## src/rtl/mem_access_stage.sv

```systemverilog
// MEM stage of the 5-stage MIPS core: data-memory req/ack access, lane steering and the MEM/WB register.
// Build macro MEM_TIMEOUT_EN aborts a WAIT that sees no MemAck within TIMEOUT_CYCLES.
module mem_access_stage #(
    parameter int TIMEOUT_CYCLES = 64
) (
    input  logic        clock,
    input  logic        reset,
    input  logic        EXMEMValid,
    input  logic [31:0] EXMEMALUResult,
    input  logic [31:0] EXMEMWriteData,
    input  logic [4:0]  EXMEMDst,
    input  logic        EXMEMMemRead,
    input  logic        EXMEMMemWrite,
    input  logic        EXMEMMemtoReg,
    input  logic        EXMEMRegWrite,
    input  logic [1:0]  EXMEMSize,
    input  logic        EXMEMSignExt,
    output logic        MemReq,
    output logic        MemWe,
    output logic [29:0] MemAddr,
    output logic [3:0]  MemByteEn,
    output logic [31:0] MemWData,
    input  logic        MemAck,
    input  logic [31:0] MemRData,
    output logic        MEMStall,
    output logic        MEMMisalign,
    output logic [31:0] MEMWBALUResult,
    output logic [31:0] MEMWBReadData,
    output logic [4:0]  MEMWBDst,
    output logic        MEMWBMemtoReg,
    output logic        MEMWBRegWrite
);
    typedef enum logic {IDLE, WAIT} state_t;

    state_t      state_q, state_d;
    logic        req_q, req_d, we_q, we_d;
    logic [29:0] addr_q, addr_d;
    logic [1:0]  alo_q, alo_d;
    logic [3:0]  be_q, be_d;
    logic [31:0] wdata_q, wdata_d;
    logic [1:0]  size_q, size_d;
    logic        sext_q, sext_d, load_q, load_d, m2r_cap_q, m2r_cap_d, rw_cap_q, rw_cap_d;
    logic [4:0]  dst_cap_q, dst_cap_d;
    logic [31:0] wb_alu_q, wb_alu_d, wb_rdata_q, wb_rdata_d;
    logic [4:0]  wb_dst_q, wb_dst_d;
    logic        wb_m2r_q, wb_m2r_d, wb_rw_q, wb_rw_d, mis_q, mis_d;
    logic        memop, misalign, expire;

    function automatic logic [3:0] byte_enables(input logic [1:0] size, input logic [1:0] a);
        case (size)
            2'b00:   byte_enables = 4'b0001 << a;
            2'b01:   byte_enables = a[1] ? 4'b1100 : 4'b0011;
            default: byte_enables = 4'b1111;
        endcase
    endfunction

    function automatic logic [31:0] store_lanes(input logic [1:0] size, input logic [31:0] d);
        case (size)
            2'b00:   store_lanes = {4{d[7:0]}};
            2'b01:   store_lanes = {2{d[15:0]}};
            default: store_lanes = d;
        endcase
    endfunction

    function automatic logic [31:0] load_extend(input logic [1:0] size, input logic sext,
                                                input logic [1:0] a, input logic [31:0] w);
        logic [7:0]  b;
        logic [15:0] h;
        b = w[{a, 3'b000} +: 8];
        h = a[1] ? w[31:16] : w[15:0];
        case (size)
            2'b00:   load_extend = {{24{sext & b[7]}}, b};
            2'b01:   load_extend = {{16{sext & h[15]}}, h};
            default: load_extend = w;
        endcase
    endfunction

    assign memop    = EXMEMValid & (EXMEMMemRead | EXMEMMemWrite);
    assign misalign = ((EXMEMSize == 2'b01) & EXMEMALUResult[0]) |
                      (EXMEMSize[1] & (EXMEMALUResult[1:0] != 2'b00));

`ifdef MEM_TIMEOUT_EN
    localparam int CNT_W = (TIMEOUT_CYCLES > 2) ? $clog2(TIMEOUT_CYCLES) : 1;
    logic [CNT_W-1:0] cnt_q, cnt_d;

    assign expire = (state_q == WAIT) & ~MemAck & (cnt_q == CNT_W'(TIMEOUT_CYCLES - 1));

    always_comb begin
        cnt_d = '0;
        if (state_q == WAIT && !MemAck)
            cnt_d = cnt_q + CNT_W'(1);
    end

    always_ff @(posedge clock or posedge reset) begin
        if (reset) cnt_q <= '0;
        else       cnt_q <= cnt_d;
    end
`else
    logic unused_timeout;
    assign unused_timeout = (TIMEOUT_CYCLES > 0);
    assign expire         = 1'b0;
`endif

    // An aborted access must not stall, otherwise EX/MEM would re-present the same op forever.
    assign MEMStall = ~reset & ((state_q == IDLE) ? (memop & ~misalign) : (~MemAck & ~expire));

    always_comb begin
        state_d    = state_q;
        req_d      = req_q;
        we_d       = we_q;
        addr_d     = addr_q;
        alo_d      = alo_q;
        be_d       = be_q;
        wdata_d    = wdata_q;
        size_d     = size_q;
        sext_d     = sext_q;
        load_d     = load_q;
        m2r_cap_d  = m2r_cap_q;
        rw_cap_d   = rw_cap_q;
        dst_cap_d  = dst_cap_q;
        wb_alu_d   = '0;
        wb_rdata_d = '0;
        wb_dst_d   = '0;
        wb_m2r_d   = 1'b0;
        wb_rw_d    = 1'b0;
        mis_d      = 1'b0;
        case (state_q)
            IDLE: begin
                if (memop && misalign) begin
                    mis_d = 1'b1;
                end else if (memop) begin
                    state_d   = WAIT;
                    req_d     = 1'b1;
                    we_d      = EXMEMMemWrite;
                    addr_d    = EXMEMALUResult[31:2];
                    alo_d     = EXMEMALUResult[1:0];
                    be_d      = byte_enables(EXMEMSize, EXMEMALUResult[1:0]);
                    wdata_d   = store_lanes(EXMEMSize, EXMEMWriteData);
                    size_d    = EXMEMSize;
                    sext_d    = EXMEMSignExt;
                    load_d    = ~EXMEMMemWrite;
                    m2r_cap_d = EXMEMMemtoReg;
                    rw_cap_d  = EXMEMRegWrite;
                    dst_cap_d = EXMEMDst;
                end else begin
                    wb_alu_d = EXMEMALUResult;
                    wb_dst_d = EXMEMDst;
                    wb_m2r_d = EXMEMMemtoReg;
                    wb_rw_d  = EXMEMRegWrite & EXMEMValid;
                end
            end
            WAIT: begin
                if (MemAck) begin
                    state_d    = IDLE;
                    req_d      = 1'b0;
                    wb_alu_d   = {addr_q, alo_q};
                    wb_dst_d   = dst_cap_q;
                    wb_m2r_d   = m2r_cap_q;
                    wb_rw_d    = load_q & rw_cap_q;
                    wb_rdata_d = load_q ? load_extend(size_q, sext_q, alo_q, MemRData) : '0;
                end else if (expire) begin
                    state_d = IDLE;
                    req_d   = 1'b0;
                    mis_d   = 1'b1;
                end
            end
            default: state_d = IDLE;
        endcase
    end

    always_ff @(posedge clock or posedge reset) begin
        if (reset) begin
            state_q    <= IDLE;
            req_q      <= 1'b0;
            we_q       <= 1'b0;
            addr_q     <= '0;
            alo_q      <= '0;
            be_q       <= '0;
            wdata_q    <= '0;
            size_q     <= '0;
            sext_q     <= 1'b0;
            load_q     <= 1'b0;
            m2r_cap_q  <= 1'b0;
            rw_cap_q   <= 1'b0;
            dst_cap_q  <= '0;
            wb_alu_q   <= '0;
            wb_rdata_q <= '0;
            wb_dst_q   <= '0;
            wb_m2r_q   <= 1'b0;
            wb_rw_q    <= 1'b0;
            mis_q      <= 1'b0;
        end else begin
            state_q    <= state_d;
            req_q      <= req_d;
            we_q       <= we_d;
            addr_q     <= addr_d;
            alo_q      <= alo_d;
            be_q       <= be_d;
            wdata_q    <= wdata_d;
            size_q     <= size_d;
            sext_q     <= sext_d;
            load_q     <= load_d;
            m2r_cap_q  <= m2r_cap_d;
            rw_cap_q   <= rw_cap_d;
            dst_cap_q  <= dst_cap_d;
            wb_alu_q   <= wb_alu_d;
            wb_rdata_q <= wb_rdata_d;
            wb_dst_q   <= wb_dst_d;
            wb_m2r_q   <= wb_m2r_d;
            wb_rw_q    <= wb_rw_d;
            mis_q      <= mis_d;
        end
    end

    assign MemReq         = req_q;
    assign MemWe          = we_q;
    assign MemAddr        = addr_q;
    assign MemByteEn      = be_q;
    assign MemWData       = wdata_q;
    assign MEMMisalign    = mis_q;
    assign MEMWBALUResult = wb_alu_q;
    assign MEMWBReadData  = wb_rdata_q;
    assign MEMWBDst       = wb_dst_q;
    assign MEMWBMemtoReg  = wb_m2r_q;
    assign MEMWBRegWrite  = wb_rw_q;
endmodule
```

## config.mk

```make
export PLATFORM = sky130hd
export DESIGN_NAME = mem_access_stage
export DESIGN_NICKNAME = d
export VERILOG_FILES = /design/src/rtl/mem_access_stage.sv
export SDC_FILE = /design/constraint.sdc
export NUM_CORES = 1
export LEC_CHECK = 0
export CORE_UTILIZATION = 47
export CTS_CLUSTER_SIZE = 25
export DETAILED_ROUTE_END_ITERATION = 7
export HOLD_SLACK_MARGIN = 0.06
export PLACE_DENSITY = 0.86
export SKIP_CTS_REPAIR_TIMING = 1
export SYNTH_ARGS = -nofsm -noshare
export SYNTH_HDL_FRONTEND = slang
export SYNTH_SLANG_ARGS = --single-unit
export TNS_END_PERCENT = 20
```

## constraint.sdc

```tcl
create_clock -name clock -period 8.99 [get_ports clock]
set_input_delay 1.798 -clock clock [delete_from_list [all_inputs] [get_ports clock]]
set_output_delay 1.798 -clock clock [all_outputs]
set_load 0.01 [all_outputs]
```

==> results of run 1 <==
-- layout by cell type (no fill, tap or decap), drive strengths merged, types with 7 or more instances in the layout --
cell type | synthesis | layout
clkbuf | 10 | 21
dfrtp | 154 | 154
a21oi | 21 | 21
a222oi | 7 | 7
inv | 14 | 14
clkdlybuf4s50 | 0 | 252
mux2 | 66 | 66
a221oi | 9 | 9
nand2 | 59 | 59
mux2i | 25 | 25
o21ai | 20 | 20
clkinv | 0 | 8
nor2 | 30 | 30
a22o | 41 | 41
-- through the flow --
stage	utilization	area [um2]	setup slack [ns]	cells	power, W
finish	0.720	9580	3.13	939	0.00224
global route	0.720	9580	3.02	939	0.00234
CTS	0.720	9580	3.13	939	0.00225
detailed placement	0.678	9010	3.15	907	0.00157
global placement	0.678	9010	3.19	907	0.00155
floorplan	-	6440	1.74	512	0.00121
-- logic make-up (layout without fill, tap and decap cells) --
group           Yosys count  after routing  synth area share
compound gates          107            107             0.128
xor+xnor                  1              1           0.00136
buf+inv                  52            303            0.0437
flops                   154            154             0.599
mux                      91             91             0.155
simple gates            107            107            0.0735
-- routing by layer --
metal,up-vias,GRT usage
met1,2462,0.308
met3,39,0.0795
met5,-,0
met4,0,0.117
li1,2293,-
met2,245,0.422
-- state kept, by name, summed over array words and instances, names as in the netlist --
name,cells
MEMWBALUResult,32
MEMWBReadData,32
MemWData,32
MemAddr,30
MEMWBDst,5
dst_cap_q,5
MemByteEn,4
alo_q,2
size_q,2
MEMMisalign,1
MEMWBMemtoReg,1
MEMWBRegWrite,1
MemReq,1
MemWe,1
load_q,1
m2r_cap_q,1
rw_cap_q,1
sext_q,1
state_q,1
-- how the worst max path moves through the flow --
stage / from / to / slack [ns] / depth (start not counted)
detailed placement: EXMEMSize[0] / MEMStall / 3.15 / 6
CTS: EXMEMSize[0] / MEMStall / 3.13 / 6
floorplan: reset / MEMStall / 1.74 / 2
global route: EXMEMSize[0] / MEMStall / 3.02 / 6
finish: EXMEMSize[0] / MEMStall / 3.13 / 6
global placement: EXMEMSize[0] / MEMStall / 3.19 / 6
-- final cells by class --
class | instances | area (um2)
flip-flops and latches | 154 | 3850
fillers | 874 | 3720
clock buffers | 21 | 470
well taps | 176 | 220
repair buffers | 257 | 2560
clock inverters | 11 | 96.3
multi-input cells | 306 | 2320
inverters | 14 | 57.6
-- power breakdown --
group / total, W / switching [W] / leakage [nW] / internal, W
clock network: 0.000677 / 0.000276 / 0.279 / 0.000401
registers: 0.000927 / 0.000102 / 1.91 / 0.000826
logic: 0.000633 / 0.000260 / 2.04 / 0.000373
total: 0.00224 / 0.000637 / 4.23 / 0.00160
==> results.md, run 1 <==
* Cell depth of the worst flop-to-flop path at 4
* Worst-path clk slew at 0.06 ns
* Wire length on met2 at 8.69 mm
* Avg Vias per Cell at 5.37
* Reg2reg end: MemWData[25]
* Syn Nets at between 600 and 700
* Hold Crit Start: dst_cap_q[1]
* Crit path DAT at around 4.1 ns
* Clk_lat worst skew at 0.42 ns
* Status: complete, no violations
* Hold Path Class: register to register
* Clk_skew at 0.00726 ns
* Most frequent CP cell: clkdlybuf4s50_1
* CP Buf/Inv Count at 2
* Initial Utilization at 0.484
* Synth warn at 0
* GR Overflow Total at 0
* Max Used Layer: met4
* Slew HR at 0.259
* Post-synth top cells: 154 x dfrtp_1, 65 x mux2_2, 59 x nand2_1
* Crit. End Element: primary output
* Tcrit/Tclk final at 0.651
* Register area share after synthesis at 0.599
* Gate Count Post-Synth at 512
* M1 WL at 6.90 mm
* Die Span X at 119 um
* Worst path required time at roughly 7.2 ns
* Max Slew Vio Count at 0
* Num CTS Buffers at 17
* Gr usage total at 0.256
* Max cap viols at 0
* Vias in the first global route at 5215
* Leak Pwr at ~4.2 nW
* DRC errors left at 0
* IO Port Bufs at 252
* Crit path cell chain: clkdlybuf4s50_1 -> nor2_8 -> o221a_4 -> a21o_1 -> and2_1 -> clkdlybuf4s50_1
* Worst hold margin at 0.498 ns
* Top_reg_cell synth: dfrtp_1
* Die height at 119 um
* Netlist cell types at 39
* Post-synth EDFFs at 0
* Clk sinks at 154
* HPWL after detailed placement at 12.5 mm
* Final GP Congestion at 0.879
* Top-area cell type share of the netlist area at 0.599
* Setup_tns at 0 ns
* Yosys reg bits at between 150 and 200
* Max stage delay on crit path at 0.84 ns
* Post-Route WL at 17.5 mm
* Longest Clk Path Bufs at 2
* Synth area leaders: dfrtp_1 60%, mux2_2 11%, a22o_1 5.4%
* Crit path max fanout at 15
* CP top delay family: buffers and inverters
* Worst hold stages at 1
* Root Driver: clkbuf_16
* Final ANT Viol Nets at 0
* Hold endpoint: MEMWBDst[1]
* Power Density at 233 nW/um2
* DR vias at between 5000 and 6000
* Core box area at ~13000 um2
* DIE AREA at 14200 um2
* Final-report hold violation count at 0
* Critical path's slowest cell: clkdlybuf4s50_1
* Layout Nets at 862
* CTS tree: built
* DRT iter0 DRCs at 397
* DRT Pass-1 Iters at 5
* Fmax at 0.171 GHz
* Critical path type: input port to primary output
* IO Count at 253
* Final setup fails at 0
* Min Tclk post-route at between 5 and 6 ns
* Worst r2r src: state_q
* IR drop worst, VDD at 0.145 mV
* Antenna cells at 0
* Cell taking the most area after synthesis: dfrtp_1
* Placement Rows at 42
* Area Overhead vs Synth at 48.8%
* Cell with the most instances after synthesis: dfrtp_1
* First-pass GRT wire length at 27.6 mm
* Max H-tree Level at 4
* RSZ-0062 raised after global routing: false
* Routed length on met3 at roughly 1.5 mm
* Initial antenna violation count at 0
* Reg2reg setup slack at 6.63 ns
* Syn_area_per_cell at ~13 um2
* Share of layout cells above drive strength 1 at 0.145
* Share of flip-flops with an asynchronous set or reset at 1.00
* Worst Max-Slew Pin Slew at 1.11 ns
* Largest net degree at the start of global routing at 97
* Netlist Area Pre-Place at between 6000 and 7000 um2
* Worst setup SP type: input port
* Drt wl/cell at 18.7 um
Power figures use the tool's default switching activity.
==> run 2, diff against run 1 <==
--- a/config.mk
+++ b/config.mk
@@ -5,11 +5,11 @@
 export SDC_FILE = /design/constraint.sdc
 export NUM_CORES = 1
 export LEC_CHECK = 0
-export CORE_UTILIZATION = 47
+export CORE_UTILIZATION = 44
 export CTS_CLUSTER_SIZE = 25
 export DETAILED_ROUTE_END_ITERATION = 7
 export HOLD_SLACK_MARGIN = 0.06
-export PLACE_DENSITY = 0.86
+export PLACE_DENSITY = 0.81
 export SKIP_CTS_REPAIR_TIMING = 1
 export SYNTH_ARGS = -nofsm -noshare
 export SYNTH_HDL_FRONTEND = slang
==> constraint.sdc (replaced) <==
create_clock -name clock -period 5.7 [get_ports clock]
set_input_delay 1.14 -clock clock [delete_from_list [all_inputs] [get_ports clock]]
set_output_delay 1.14 -clock clock [all_outputs]
set_load 0.01 [all_outputs]
==> results.md, run 2 (same netlist as run 1, synthesis figures left out) <==
* Status: complete, no violations
* Die Span X at between 100 and 150 um
* Worst-path clk slew at 0.06 ns
* Worst setup SP type: input port
* Most frequent cells in the layout: 252 x clkdlybuf4s50_1, 154 x dfrtp_1, 65 x mux2_2
* DRT iter0 DRCs at 333
* IR drop worst, VDD at approximately 0.21 mV
* Initial antenna violation count at 0
* Clk_skew at 0.00638 ns
* Max stage delay on crit path at 0.61 ns
* Critical path's slowest cell: clkdlybuf4s50_1
* First-pass GRT wire length at 27.5 mm
* Final Util at 0.684
* IO Port Bufs at between 200 and 300
* Layout Nets at 862
* Clk sinks at 154
* Avg Vias per Cell at about 5.4
* Final-report hold violation count at 0
* Slew HR at 0.237
* Placement Rows at 43
* DRT Pass-1 Iters at 5
* HPWL after detailed placement at 12.8 mm
* Crit. End Element: primary output
* IO Count at 253
* Final ANT Viol Nets at 0
* Initial Utilization at 0.457
* Vias in the first global route at 5197
* Gr usage total at 0.245
* Root Driver: clkbuf_16
* Hold Path Class: register to register
* Num CTS Buffers at 17
* Drt wl/cell at slightly below 20 um
* DIE AREA at about 15000 um2
* DRC errors left at 0
* Worst Max-Slew Pin Slew at 1.14 ns
* Core box area at between 10000 and 15000 um2
* RSZ-0062 raised after global routing: false
* Largest net degree at the start of global routing at 155
* Max H-tree Level at 4
* Post-Route WL at roughly 18 mm
* Clk_lat worst skew at 0.42 ns
* Most common cell after layout, fill and taps aside: clkdlybuf4s50_1
* Max Slew Vio Count at 0
* Worst path required time at 4.56 ns
* Crit path cell chain: clkdlybuf4s50_1 -> a21oi_1 -> o221a_4 -> a21o_1 -> and2_1 -> clkdlybuf4s50_1
* Crit path max fanout at 9
* Critical path type: input port to primary output
* Final setup fails at 0
* Longest Clk Path Bufs at 2
* Fmax at around 0.24 GHz
* CTS tree: built
* Most frequent CP cell: clkdlybuf4s50_1
* Final GP Congestion at about 0.84
* Share of layout cells above drive strength 1 at 0.144
* Tcrit/Tclk final at 0.735
* Antenna cells at 0
* Power Density at 378 nW/um2
* Setup_tns at 0 ns
* DR vias at 5104
* Area Overhead vs Synth at 49.7%
* Die height at 123 um
* Min Tclk post-route at 4.19 ns
* Crit path DAT at 3.05 ns
* Leak Pwr at 4.25 nW
* GR Overflow Total at 0
* Max cap viols at 0
run 2: changes by cell type in the layout (fill, tap and decap cells not counted):
cell	previous run	this run
bufinv_16	1	3
buf_4	5	4
inv_6	1	4
clkinv_2	5	2
buf_12	0	1
inv_8	0	1
clkinv_4	3	1
clkbuf_1	1	2
clkbuf_8	3	1
run 2: per-stage QoR:
step / power [W] / worst slack [ns] / instance area [um2] / std cells / hold slack (ns)
floorplan: 0.00191 / 0.717 / 6440 / 512 / 0.469
global placement: 0.00245 / 1.49 / 9030 / 911 / 0.461
detailed placement: 0.00249 / 1.50 / 9030 / 911 / 0.482
CTS: 0.00366 / 1.50 / 9640 / 943 / 0.495
global route: 0.00379 / 1.38 / 9640 / 943 / 0.521
finish: 0.00364 / 1.51 / 9640 / 943 / 0.490
run 2: final timing paths:
kind | slack, ns | cells past startpoint | startpoint | endpoint
max in group asynchronous | 3.70 | 3 | reset | dst_cap_q[1]
worst min-delay path | 0.49 | 1 | dst_cap_q[1] | MEMWBDst[1]
worst max-delay path | 1.51 | 6 | EXMEMALUResult[0] | MEMStall
worst max register to register | 3.26 | 4 | state_q | MemAddr[27]
min in group asynchronous | 1.24 | 3 | reset | MEMWBRegWrite
worst min register to register | 0.49 | 1 | dst_cap_q[1] | MEMWBDst[1]
run 2: per-layer routing:
layer / share of wire / vias up / wire length (um) / track usage
met3: 0.087 / 36 / 1600 / 0.0807
met5: 0 / - / 0 / 0
met2: 0.52 / 239 / 9510 / 0.431
met1: 0.37 / 2527 / 6790 / 0.274
met4: 0.025 / 0 / 455 / 0.0960
li1: - / 2302 / - / -
run 2: where the power goes:
part	internal, W	switching [W]	leakage [nW]
Combinational	0.000589	0.000419	2.04
Clock	0.000708	0.000461	0.298
Sequential	0.00130	0.000161	1.91
Total	0.00260	0.00104	4.25
run 2: area by class of cell:
| cell class | instances | area [um2] |
|---|---|---|
| Timing Repair Buffer | 257 | 2570 |
| Tap cell | 180 | 225 |
| Sequential cell | 154 | 3850 |
| Multi-Input combinational cell | 306 | 2320 |
| Inverter | 14 | 56.3 |
| Fill cell | 1011 | 4460 |
| Clock buffer | 20 | 447 |
| Clock inverter | 12 | 163 |
run 2: worst max-delay path, delay by kind of cell:
| kind | cells | cell delay, ns |
|---|---|---|
| AO/OA/AOI/OAI | 3 | 0.65 |
| AND/OR/NAND/NOR | 1 | 0.12 |
| buffers and inverters | 2 | 1.14 |
==> run 3, diff against run 2 <==
==> constraint.sdc (replaced) <==
create_clock -name clock -period 4.35 [get_ports clock]
set_input_delay 0.87 -clock clock [delete_from_list [all_inputs] [get_ports clock]]
set_output_delay 0.87 -clock clock [all_outputs]
set_load 0.01 [all_outputs]
==> results.md, run 3 (same netlist as run 1, synthesis figures left out) <==
* Status: complete, no violations
* P_int at 0.00342 W
* Worst-path clk slew at 0.06 ns
* Tcrit/Tclk final at 0.874
* Drt wl/cell at ~19 um
* Fill cells at 1031
* Busiest grt layer: met2
* Initial antenna violation count at 0
* Slew HR at 0.227
* Crit path DAT at a little under 3 ns
* Most common cell after layout, fill and taps aside: clkdlybuf4s50_1
* Vias in the first global route at 5064
* Die height at about 120 um
* Hold Path Class: register to register
* Hold Crit Start: MemReq
* Clock power share at 0.322
* DRC errors left at 0
* Gr usage total at 0.240
* Longest Clk Path Bufs at 2
* Max cap viols at 0
* CTS tree: built
* IR drop worst, VDD at 0.298 mV
* Largest net degree at the start of global routing at slightly below 90
* Crit path max fanout at 11
* Area Overhead vs Synth at 49.8%
* Placement Rows at 43
* Crit. End Element: primary output
* Final-report hold violation count at 0
* Fmax at 0.263 GHz
* Max H-tree Level at 4
* Hold endpoint: MemReq
* Post-Route WL at about 18 mm
* Routing usage on met2 at 0.416
* DR vias at 5017
* Most frequent cells in the layout: 252 x clkdlybuf4s50_1, 154 x dfrtp_1, 65 x mux2_2
* Root Driver: clkbuf_16
* Avg Vias per Cell at roughly 5.3
* Reg2reg end: m2r_cap_q
* GR Util met1 at 0.283
* Num CTS Buffers at 17
* Final ANT Viol Nets at 0
* Setup_tns at 0 ns
* Sw Share at 0.283
* Reg2reg setup slack at 1.92 ns
* Worst hold stages at 1
* Antenna cells at 0
* DRT Pass-1 Iters at 8
* IO Port Bufs at 252
* Multi-input combinational cell area at 2320 um2
* RSZ-0062 raised after global routing: false
* Cell depth of the worst flop-to-flop path at 4
* Storage cell area at ~3900 um2
* Layout Nets at about 860
* Worst setup SP type: input port
* Final Util at 0.684
* Worst r2r src: state_q
* First-pass GRT wire length at ~27 mm
* Grt met3 use at 0.0669
* Reg power frac at 0.402
* Clk_lat worst skew at 0.42 ns
* Clk_skew at 0.00865 ns
* Clk sinks at roughly 150
* Final GP Congestion at between 0.8 and 0.9
* Comb power frac at 0.276
* IO Count at 253
* Initial Utilization at 0.457
* Worst Max-Slew Pin Slew at 1.16 ns
* Share of layout cells above drive strength 1 at 0.147
* Max Slew Vio Count at 0
* GR Overflow Total at 0
* Critical path type: input port to primary output
* DIE AREA at roughly 15000 um2
* Sw Pwr at 0.00135 W
* Worst path required time at 3.48 ns
* Die Span X at 123 um
* Core box area at between 10000 and 15000 um2
* Power Density at 494 nW/um2
* Leak Pwr at 4.25 nW
* HPWL after detailed placement at between 10 and 15 mm
* Final setup fails at 0
* DRT iter0 DRCs at 322
* Min Tclk post-route at 3.80 ns
[run 3: cell types whose count changed in the layout (fill, tap and decap cells not counted), sizes merged]
cell / delta
clkinvlp: +1
buf: +1
inv: -2
clkinv: +1
[run 3: stage by stage]
| stage | hold WS, ns | std cells | total power (W) | area [um2] | setup slack (ns) |
|---|---|---|---|---|---|
| floorplan | 0.469 | 512 | 0.00250 | 6440 | -0.0925 |
| global placement | 0.470 | 912 | 0.00321 | 9020 | 0.572 |
| detailed placement | 0.480 | 912 | 0.00325 | 9020 | 0.545 |
| CTS | 0.493 | 944 | 0.00480 | 9640 | 0.550 |
| global route | 0.511 | 944 | 0.00498 | 9640 | 0.478 |
| finish | 0.492 | 944 | 0.00477 | 9640 | 0.549 |
[run 3: how the worst max path moves through the flow]
| stage | startpoint | endpoint | slack [ns] | cells after the start |
|---|---|---|---|---|
| detailed placement | EXMEMSize[1] | MEMStall | 0.54 | 6 |
| global placement | EXMEMSize[1] | MEMStall | 0.57 | 6 |
| floorplan | reset | MEMStall | -0.09 | 2 |
| finish | EXMEMSize[1] | MEMStall | 0.55 | 6 |
| global route | EXMEMSize[1] | MEMStall | 0.48 | 6 |
| CTS | EXMEMSize[1] | MEMStall | 0.55 | 6 |
[run 3: routing by layer]
metal	up-vias	share of wire
li1	2307	-
met5	-	0
met4	0	0.015
met2	215	0.52
met1	2474	0.39
met3	21	0.075
[run 3: critical path, stage by stage]
cell and delay [ns]:
clkdlybuf4s50_1 0.65, nor2_8 0.34, o221a_4 0.31, a21o_1 0.11, and2_1 0.12, clkdlybuf4s50_1 0.52
[run 3: cell type report]
class | count | area share
clock buffer | 20 | 0.0474
clock inverter | 12 | 0.0167
inverter | 14 | 0.00584
multi-input combinational | 306 | 0.241
sequential | 154 | 0.400
tap | 180 | 0.0234
timing repair buffer | 258 | 0.266
[run 3: power groups by stage]
stage                     sequential (W)  clock, W  combinational, W
after detailed placement         0.00194         0           0.00132
after global routing             0.00195   0.00163           0.00140
after floorplan                  0.00199         0          0.000518
final                            0.00191   0.00154           0.00132
after global placement           0.00192         0           0.00129
after CTS                        0.00192   0.00156           0.00132
